==> config.mk <==
export PLATFORM = sky130hd
export DESIGN_NAME = regfile_wb_arbiter_flat
export DESIGN_NICKNAME = d
export VERILOG_FILES = /design/src/rtl/regfile_wb_arbiter_if.sv /design/src/rtl/regfile_wb_arbiter.sv /design/src/flat_wrapper.sv
export SDC_FILE = /design/constraint.sdc
export NUM_CORES = 1
export LEC_CHECK = 0
export CAP_MARGIN = 30
export CORE_UTILIZATION = 42
export CTS_BUF_LIST = sky130_fd_sc_hd__clkbuf_8 sky130_fd_sc_hd__clkbuf_16
export DETAILED_ROUTE_END_ITERATION = 16
export GPL_ROUTABILITY_DRIVEN = 1
export PLACE_DENSITY = 0.88
export SLEW_MARGIN = 40
export SYNTH_ARGS = -nofsm -noshare
export SYNTH_HDL_FRONTEND = slang
export SYNTH_SLANG_ARGS = --single-unit
==> constraint.sdc <==
create_clock -name clk -period 2.4 [get_ports clk]
set_clock_uncertainty 0.1 [all_clocks]
set_input_delay 0.48 -clock clk [delete_from_list [all_inputs] [get_ports clk]]
set_output_delay 0.48 -clock clk [all_outputs]
set_load 0.01 [all_outputs]
==> src/rtl/regfile_wb_arbiter_if.sv <==
`default_nettype none
// ============================================================================
// Module      : regfile_wb_arbiter_if
// Description : Bus bundle between the register-file write arbiter and its
//               clients (pipeline writeback, MDU, decode hazard lookup).
// Revision    : 1.0 - initial release
// ============================================================================
interface regfile_wb_arbiter_if #(
  parameter int DATA_W = 64,
  parameter int ADDR_W = 5
);
  // pipeline writeback
  logic              wb_valid;
  logic [ADDR_W-1:0] wb_rd;
  logic [DATA_W-1:0] wb_data;
  logic              wb_hold;
  // MDU issue and result
  logic              issue_valid;
  logic [ADDR_W-1:0] issue_rd;
  logic              mdu_valid;
  logic [ADDR_W-1:0] mdu_rd;
  logic [DATA_W-1:0] mdu_data;
  logic              mdu_ready;
  // decode hazard lookup
  logic [ADDR_W-1:0] rs1_addr;
  logic [ADDR_W-1:0] rs2_addr;
  logic [ADDR_W-1:0] rd_addr;
  logic              hazard;
  // register-file write port
  logic              rf_we;
  logic [ADDR_W-1:0] rf_waddr;
  logic [DATA_W-1:0] rf_wdata;

  // arbiter side
  modport slave (
    input  wb_valid, wb_rd, wb_data,
    output wb_hold,
    input  issue_valid, issue_rd,
    input  mdu_valid, mdu_rd, mdu_data,
    output mdu_ready,
    input  rs1_addr, rs2_addr, rd_addr,
    output hazard,
    output rf_we, rf_waddr, rf_wdata
  );

  // client side
  modport master (
    output wb_valid, wb_rd, wb_data,
    input  wb_hold,
    output issue_valid, issue_rd,
    output mdu_valid, mdu_rd, mdu_data,
    input  mdu_ready,
    output rs1_addr, rs2_addr, rd_addr,
    input  hazard,
    input  rf_we, rf_waddr, rf_wdata
  );
endinterface
`default_nettype wire

==> src/rtl/regfile_wb_arbiter.sv <==
`default_nettype none
// ============================================================================
// Module      : regfile_wb_arbiter
// Description : Shares the register-file write port between pipeline
//               writeback (priority) and the MDU. One-entry skid buffer for
//               colliding MDU results, busy scoreboard for MDU destinations,
//               and a writeback-bubble request against MDU starvation.
// Revision    : 1.0 - initial release
// ============================================================================
module regfile_wb_arbiter #(
  parameter int DATA_W   = 64,
  parameter int ADDR_W   = 5,
  parameter int MAX_WAIT = 4
) (
  input  wire                  clk,
  input  wire                  reset,
  regfile_wb_arbiter_if.slave  bus
);

  localparam int         c_nreg = 1 << ADDR_W;
  localparam logic [3:0] c_max  = 4'(MAX_WAIT);

  typedef enum logic [0:0] {
    EMPTY = 1'b0,
    FULL  = 1'b1
  } state_t;

  state_t            r_state;
  logic [ADDR_W-1:0] r_buf_rd;
  logic [DATA_W-1:0] r_buf_data;
  logic [c_nreg-1:0] r_busy;
  logic [3:0]        r_cnt;
  logic              r_hold;

  logic              w_hs;
  logic              w_drain;
  logic              w_bypass;
  logic              w_capture;
  logic              w_sel;
  logic [ADDR_W-1:0] w_waddr;
  logic [DATA_W-1:0] w_wdata;
  logic [c_nreg-1:0] w_busy_nxt;
  logic [3:0]        w_cnt_nxt;

  assign bus.mdu_ready = (r_state == EMPTY);
  assign w_hs          = bus.mdu_valid & bus.mdu_ready;

  // Write-port source selection: writeback first, then the buffered result,
  // then a direct MDU bypass. An MDU result meeting writeback is buffered.
  always_comb begin
    w_drain   = 1'b0;
    w_bypass  = 1'b0;
    w_capture = 1'b0;
    w_waddr   = bus.wb_rd;
    w_wdata   = bus.wb_data;
    if (bus.wb_valid) begin
      w_capture = w_hs;
    end else if (r_state == FULL) begin
      w_drain = 1'b1;
      w_waddr = r_buf_rd;
      w_wdata = r_buf_data;
    end else if (w_hs) begin
      w_bypass = 1'b1;
      w_waddr  = bus.mdu_rd;
      w_wdata  = bus.mdu_data;
    end
  end

  assign w_sel        = bus.wb_valid | w_drain | w_bypass;
  // x0 writes are suppressed but the transaction itself still completes;
  // the write enable is also held low while reset is asserted.
  assign bus.rf_we    = w_sel & (w_waddr != '0) & reset;
  assign bus.rf_waddr = w_waddr;
  assign bus.rf_wdata = w_wdata;

  // Scoreboard update: MDU commit clears, issue sets (set wins), x0 never busy.
  always_comb begin
    w_busy_nxt = r_busy;
    if (w_drain | w_bypass) begin
      w_busy_nxt[w_waddr] = 1'b0;
    end
    if (bus.issue_valid) begin
      w_busy_nxt[bus.issue_rd] = 1'b1;
    end
    w_busy_nxt[0] = 1'b0;
  end

  // Blocked-cycle counter: counts only while a buffered result is held off by
  // writeback, saturates at the limit, and is zero otherwise.
  always_comb begin
    w_cnt_nxt = 4'd0;
    if ((r_state == FULL) && bus.wb_valid) begin
      w_cnt_nxt = (r_cnt == c_max) ? r_cnt : r_cnt + 4'd1;
    end
  end

  assign bus.hazard  = r_busy[bus.rs1_addr] | r_busy[bus.rs2_addr] | r_busy[bus.rd_addr];
  assign bus.wb_hold = r_hold;

  // Buffer state, scoreboard, starvation counter and registered bubble request.
  always_ff @(posedge clk or negedge reset) begin
    if (!reset) begin
      r_state    <= EMPTY;
      r_buf_rd   <= '0;
      r_buf_data <= '0;
      r_busy     <= '0;
      r_cnt      <= 4'd0;
      r_hold     <= 1'b0;
    end else begin
      case (r_state)
        EMPTY: begin
          if (w_capture) begin
            r_state    <= FULL;
            r_buf_rd   <= bus.mdu_rd;
            r_buf_data <= bus.mdu_data;
          end
        end
        FULL: begin
          if (w_drain) begin
            r_state <= EMPTY;
          end
        end
        default: r_state <= EMPTY;
      endcase
      r_busy <= w_busy_nxt;
      r_cnt  <= w_cnt_nxt;
      r_hold <= (w_cnt_nxt == c_max);
    end
  end

endmodule
`default_nettype wire

==> src/flat_wrapper.sv <==
// flat-port wrapper written by rule: the top's interface ports become plain ports
module regfile_wb_arbiter_flat 
#(
  parameter int DATA_W   = 64,
  parameter int ADDR_W   = 5,
  parameter int MAX_WAIT = 4
)
  (clk, reset, bus_wb_valid, bus_wb_rd, bus_wb_data, bus_wb_hold, bus_issue_valid, bus_issue_rd, bus_mdu_valid, bus_mdu_rd, bus_mdu_data, bus_mdu_ready, bus_rs1_addr, bus_rs2_addr, bus_rd_addr, bus_hazard, bus_rf_we, bus_rf_waddr, bus_rf_wdata);
  regfile_wb_arbiter_if #(.DATA_W(DATA_W), .ADDR_W(ADDR_W)) bus_i ();
  input  wire clk;
  input  wire reset;
  input wire logic [$bits(bus_i.wb_valid)-1:0] bus_wb_valid;
  input wire logic [$bits(bus_i.wb_rd)-1:0] bus_wb_rd;
  input wire logic [$bits(bus_i.wb_data)-1:0] bus_wb_data;
  output wire logic [$bits(bus_i.wb_hold)-1:0] bus_wb_hold;
  input wire logic [$bits(bus_i.issue_valid)-1:0] bus_issue_valid;
  input wire logic [$bits(bus_i.issue_rd)-1:0] bus_issue_rd;
  input wire logic [$bits(bus_i.mdu_valid)-1:0] bus_mdu_valid;
  input wire logic [$bits(bus_i.mdu_rd)-1:0] bus_mdu_rd;
  input wire logic [$bits(bus_i.mdu_data)-1:0] bus_mdu_data;
  output wire logic [$bits(bus_i.mdu_ready)-1:0] bus_mdu_ready;
  input wire logic [$bits(bus_i.rs1_addr)-1:0] bus_rs1_addr;
  input wire logic [$bits(bus_i.rs2_addr)-1:0] bus_rs2_addr;
  input wire logic [$bits(bus_i.rd_addr)-1:0] bus_rd_addr;
  output wire logic [$bits(bus_i.hazard)-1:0] bus_hazard;
  output wire logic [$bits(bus_i.rf_we)-1:0] bus_rf_we;
  output wire logic [$bits(bus_i.rf_waddr)-1:0] bus_rf_waddr;
  output wire logic [$bits(bus_i.rf_wdata)-1:0] bus_rf_wdata;
  assign bus_i.wb_valid = bus_wb_valid;
  assign bus_i.wb_rd = bus_wb_rd;
  assign bus_i.wb_data = bus_wb_data;
  assign bus_wb_hold = bus_i.wb_hold;
  assign bus_i.issue_valid = bus_issue_valid;
  assign bus_i.issue_rd = bus_issue_rd;
  assign bus_i.mdu_valid = bus_mdu_valid;
  assign bus_i.mdu_rd = bus_mdu_rd;
  assign bus_i.mdu_data = bus_mdu_data;
  assign bus_mdu_ready = bus_i.mdu_ready;
  assign bus_i.rs1_addr = bus_rs1_addr;
  assign bus_i.rs2_addr = bus_rs2_addr;
  assign bus_i.rd_addr = bus_rd_addr;
  assign bus_hazard = bus_i.hazard;
  assign bus_rf_we = bus_i.rf_we;
  assign bus_rf_waddr = bus_i.rf_waddr;
  assign bus_rf_wdata = bus_i.rf_wdata;
  regfile_wb_arbiter #(.DATA_W(DATA_W), .ADDR_W(ADDR_W), .MAX_WAIT(MAX_WAIT)) u_core (.clk(clk), .reset(reset), .bus(bus_i));
endmodule
# Word-level counts from Yosys, hierarchy flattened
# Cells that the tools add are included.
[word_totals] output_inout_bits=73 in_bits=163 wordCells=62 reg_bits=106
[op_classes] reduce_logical=5 eq_ne=2 mux=29 add_sub_neg=1 bitwise_logic=12 magnitude_cmp=7
[op_table] cell="64-bit 2-to-1 mux" n=3
[op_table] cell="32-bit 2-to-1 mux" n=2
[op_table] cell="32-bit bitwise AND" n=1
[op_table] cell="32-bit inverter" n=1
[op_table] cell="32-bit OR" n=1
[op_table] cell="5-bit by 6-bit < comparator with 1-bit output (second input constant)" n=5
[op_table] cell="1-bit binary-select mux with 5-bit select" n=3
[op_table] cell="5-bit 2-to-1 mux" n=3
[op_table] cell="1-bit 2-to-1 mux" n=13
[op_table] cell="1-bit demux with 5-bit select" n=2
[op_table] cell="5-bit by 1-bit greater-or-equal comparator with 1-bit output (second input constant)" n=2
[op_table] cell="4-bit by 3-bit == test with 1-bit output (second input constant)" n=2
[op_table] cell="4-bit 2-to-1 mux" n=2
[op_table] cell="1-bit OR" n=5
[op_table] cell="5-bit nonzero test" n=1
[op_table] cell="4-bit by 1-bit adder with 4-bit output (second input constant)" n=1
[op_table] cell="1-bit bitwise AND" n=3
[op_table] cell="1-bit logical AND" n=3
[op_table] cell="1-bit case mux with 2 select lines" n=1
[op_table] cell="2-bit AND reduction" n=1
[op_table] cell="1-bit inverter" n=1

# Logic depth before layout (Yosys ltp)
[depth] depth_word=14 mapped_depth=9 ltp_nobuf=6

# Least setup slack after synthesis
# OpenSTA, ideal clock, no wires.
[synth_path] kind="input to output" startpoint="input bus_rs1_addr[0]" endpoint="output bus_hazard" arrival_time_ns=1.886 required_time_ns=1.820 path_buffers=1 path_slack_ns=-0.066 cell_stages=6 path_cell_list="buf_2 -> mux4_2 -> nand3b_1 -> o21ai_1 -> a2111oi_0 -> nand4_1"
[synth_between] elab_chain_cells=4
[synth_lines] item="start, declared" line_no="flat_wrapper.sv:22" text="input wire logic [$bits(bus_i.rs1_addr)-1:0] bus_rs1_addr;"
[synth_lines] item="1-bit binary-select mux with 5-bit select" line_no="regfile_wb_arbiter.sv:97" text="assign bus.hazard = r_busy[bus.rs1_addr] | r_busy[bus.rs2_addr] | r_busy[bus.rd_addr];"
[synth_lines] item="1-bit 2-to-1 mux (implied by the code)" line_no="regfile_wb_arbiter.sv:97"
[synth_lines] item="1-bit OR (2 in a row)" line_no="regfile_wb_arbiter.sv:97"
[synth_lines] item="end, declared" line_no="flat_wrapper.sv:25" text="output wire logic [$bits(bus_i.hazard)-1:0] bus_hazard;"
# Every way passes these cells. The select of a mux whose other input is x is not followed.

# Worst setup path in the final report
[layout_path] startpoint="register u_core.r_busy[26]" endpoint="output bus_hazard"
[layout_between] elab_chain_cells=4 word_cells_on_any_way=8 classes_between="mux: 6; bitwise: 2"
[layout_lines] item="start, declared" line_no="regfile_wb_arbiter.sv:31" text="logic [c_nreg-1:0] r_busy;"
[layout_lines] item="start signal, assigned" line_no="regfile_wb_arbiter.sv:125" text="r_busy <= w_busy_nxt;"
[layout_lines] item="1-bit binary-select mux with 5-bit select" line_no="regfile_wb_arbiter.sv:97"
[layout_lines] item="1-bit 2-to-1 mux (implied by the code)" line_no="regfile_wb_arbiter.sv:97"
[layout_lines] item="1-bit OR" line_no="regfile_wb_arbiter.sv:97"
[layout_lines] item="1-bit OR (*)" line_no="regfile_wb_arbiter.sv:97"
# Mark *: on every way between the ends. The rest lies on a longest branch, timed or not. The select of a mux whose other input is x is not followed.

==> summary.md <==
| Metric | Value |
|---|---|
| Critical path class | flip-flop to primary output |
| GP Congestion | 0.972 |
| Gr ovfl total | 0 |
| Final setup violation count | 28 |
| Crit Path Max Fanout | 4 |
| Final Slew Violations | 0 |
| Tmin final | 2.67 ns |
| Number of global-route vias before repair | 7096 |
| Reg-to-Reg End | u_core.r_busy[25]$_DFF_PN0_ |
| Cell chain of the critical path | mux4_2, mux2_2, a311oi_2, nand4_1, buf_2 |
| Initial drt markers | 434 |
| Worst hold path class | primary input to asynchronous set/reset pin |
| TritonCTS Buffers | 9 |
| Fillers | 1089 |
| Fraction of layout cells with a size suffix above 1 | 0.412 |
| CP max stage delay | 0.48 ns |
| First-pass GRT wire length | 37500 um |
| Worst R2R Path Depth | 9 |
| Synth Cell Area | 6800 um^2 |
| Vias | 7242 |
| Largest net degree at the start of global routing | 58 |
| I/O pin cnt | 236 |
| Synth async-reset ratio | 1.00 |
| WHS | 0.144 ns |
| Design Power | 0.00668 W |
| Yosys warning total | 0 |
| EDFF count, synth | 0 |
| Initial antenna violation count | 1 |
| Post-CTS Hold Fix Bufs | 0 |
| Remaining routing DRC violations | 0 |
| Avg Inst Size Synth | 9.79 um^2 |
| Vert. Die Dim | 129 um |
| Crit-path leading delay family | multiplexers |
| Die width | 129 um |
| Final worst-path setup slack | -0.271 ns |
| Final WL | 25600 um |
| Post-DRT Antenna Nets | 0 |
| Reg clk slew, reported paths | 0.07 ns |
| Final Hold Viols | 0 |
| Vias per cell | 5.84 |
| Synth cell types | 60 |
| Core footprint | 15800 um^2 |
| Worst Max-Slew Pin Slew | 0.756 ns |
| Die area | 16700 um^2 |
| Fmax | 374 MHz |
| Row cnt | 46 |
| Slew headroom | 0.496 |
| Final period utilization | 1.11 |
| Post-synth top flop | dfrtp_1 |
| Count of input and output buffers | 235 |
| Worst setup EP type | primary output |
| # diodes | 0 |
| Failing checks | negative setup slack |
| All-layer global routing usage | 0.294 |
| Max Buffers Root-to-Sink | 2 |
| Post-DP HPWL | 17100 um |
| Area Growth Syn to Fin | 60.9% |
| CTS tree | built |
| Root buf cell | clkbuf_16 |
| Cells after Synth | 694 |
| Crit start category | flip-flop |
| Syn_nets | 859 |
| RSZ-0062 raised after global routing | true |
| Initial core utilization | 0.429 |
| NumNets Final | 1184 |
| Reg2reg start | u_core.r_state$_DFF_PN0_ |
| Worst path arrival time | 2.09 ns |
| H-tree depth | 3 |
| CP max-delay cell | mux4_2 |
| Setup WS pre-CTS | -1.16 ns |
| Setup TNS | -2.11 ns |
| Outcome | finished, violations left |
| Worst skew pair latency | 0.35 ns |
| Pleak | 4.66 nW |
| Sink Count | 106 |
| Power Density | 611 nW/um^2 |
| WP data required | 1.82 ns |
| Reg-to-reg slack, setup | 0.11 ns |
| Worst path buffer plus inverter count | 1 |
| Peak VDD IR | 0.000364 V |
| Max-Cap Viols | 0 |
| Sequential area share after synthesis | 0.390 |
| DR WL/cell | 20.6 um |
| Initial DRT Pass Iterations | 5 |
| Yosys reg bits | 106 |
==> state kept, by name, indices dropped and copies added, names as in the netlist <==
signal / flops
u_core.r_buf_rd: 5
u_core.r_cnt: 4
u_core.r_state: 1
u_core.r_busy: 31
u_core.bus.wb_hold: 1
u_core.r_buf_data: 64
==> cells in the mapped netlist (3+ instances only) <==
master	number	area, um^2
clkbuf_1	26	97.6
nand4_1	5	31.3
a2111oi_0	3	26.3
o31ai_1	15	113
a21oi_2	3	26.3
mux2_2	78	878
inv_1	10	37.5
nor2_1	10	37.5
o2bb2ai_1	4	35.0
dfrtp_1	106	2650
and2_1	63	394
nand2b_1	4	25.0
nor2b_1	5	31.3
nand3_1	5	25.0
o41ai_1	8	70.1
mux2i_1	7	70.1
or3b_1	3	26.3
nor3b_1	3	22.5
buf_1	14	52.6
buf_2	13	65.1
o22ai_1	3	18.8
a22o_1	4	35.0
nand2_1	75	282
nand3b_1	13	97.6
mux4_2	18	405
o21ai_0	87	435
a31oi_1	63	394
==> kinds of logic after synthesis <==
family,synth area share
AOI/OAI and AO/OA,0.203
and+or+nand+nor,0.158
DFF,0.390
muxes,0.199
buffers and inverters,0.0422
xor gates and xnor gates,0.00387
adders and majority gates,0.00368
==> how the worst max path moves through the flow <==
stage                                      startpoint          to  slack [ns]  cells after the start
after CTS                  u_core.r_busy[9]$_DFF_PN0_  bus_hazard       -0.28                      6
after floorplan                       bus_rs2_addr[0]  bus_hazard        0.01                      6
after global routing      u_core.r_busy[13]$_DFF_PN0_  bus_hazard       -0.30                      6
after detailed placement              bus_rs1_addr[0]  bus_hazard       -1.16                      8
after global placement                bus_rs1_addr[0]  bus_hazard       -1.12                      8
final                     u_core.r_busy[26]$_DFF_PN0_  bus_hazard       -0.27                      5
==> power by group <==
part           internal, W  switching [W]  total (W)
Clock             0.000937       0.000689    0.00163
Combinational      0.00148        0.00115    0.00263
Sequential         0.00217       0.000258    0.00242
Total              0.00458        0.00210    0.00668
==> worst register-to-register path, stage by stage, from the launching register on <==
cell and delay (ns):
dfrtp_2 0.46, buf_6 0.16, buf_6 0.12, a22oi_2 0.16, o21a_1 0.19, inv_2 0.06
buf_6 0.13, buf_4 0.18, o41ai_1 0.40, o21ai_0 0.18
==> layer usage <==
layer / global-route usage / vias to the layer above / share of wire
li1: - / 3247 / -
met1: 0.337 / 3545 / 0.37
met2: 0.512 / 360 / 0.52
met3: 0.0652 / 88 / 0.069
met4: 0.158 / 2 / 0.043
met5: 0 / - / 0.00062
==> metrics by stage <==
step,instance area (um^2),instances,utilization
after floorplan,6810,694,-
after global placement,10000,1191,0.633
after detailed placement,10000,1191,0.633
after CTS,10600,1234,0.671
after global routing,10900,1240,0.691
final,10900,1240,0.691
==> cell usage in the layout (no fill, tap or decap), drive strengths merged, types with 3 or more instances in the layout <==
cell	n
nand3b	13
nand2b	4
mux4	18
o22ai	4
mux2	78
a2111oi	3
a21oi	6
buf	194
nor3b	3
clkdlybuf4s50	151
and2	64
o31ai	15
dfrtp	106
mux2i	7
inv	14
o21ai	91
clkbuf	25
or3b	6
a31oi	63
nand4	5
nor2	10
nand2	75
o41ai	8
nand3	5
o2bb2ai	4
a22o	4
nor2b	5
dlygate4sd2	7
==> final cells by class <==
class,instances,area [um^2],area share
multi-input combinational,520,4270,0.390
timing repair buffer,370,3370,0.308
sequential,106,2650,0.243
tap,216,270,0.0247
clock buffer,10,239,0.0218
clock inverter,6,82.6,0.00755
inverter,12,52.6,0.00480
==> timing repair <==
item / CTS / global route
setup buffers: 23 / 8
gates cloned: 4 / 0
pin swaps: 22 / 35
resized for setup: 381 / 135
setup endpoints to repair: 71 / 70
No activity file was read; power rests on OpenSTA's default activity.
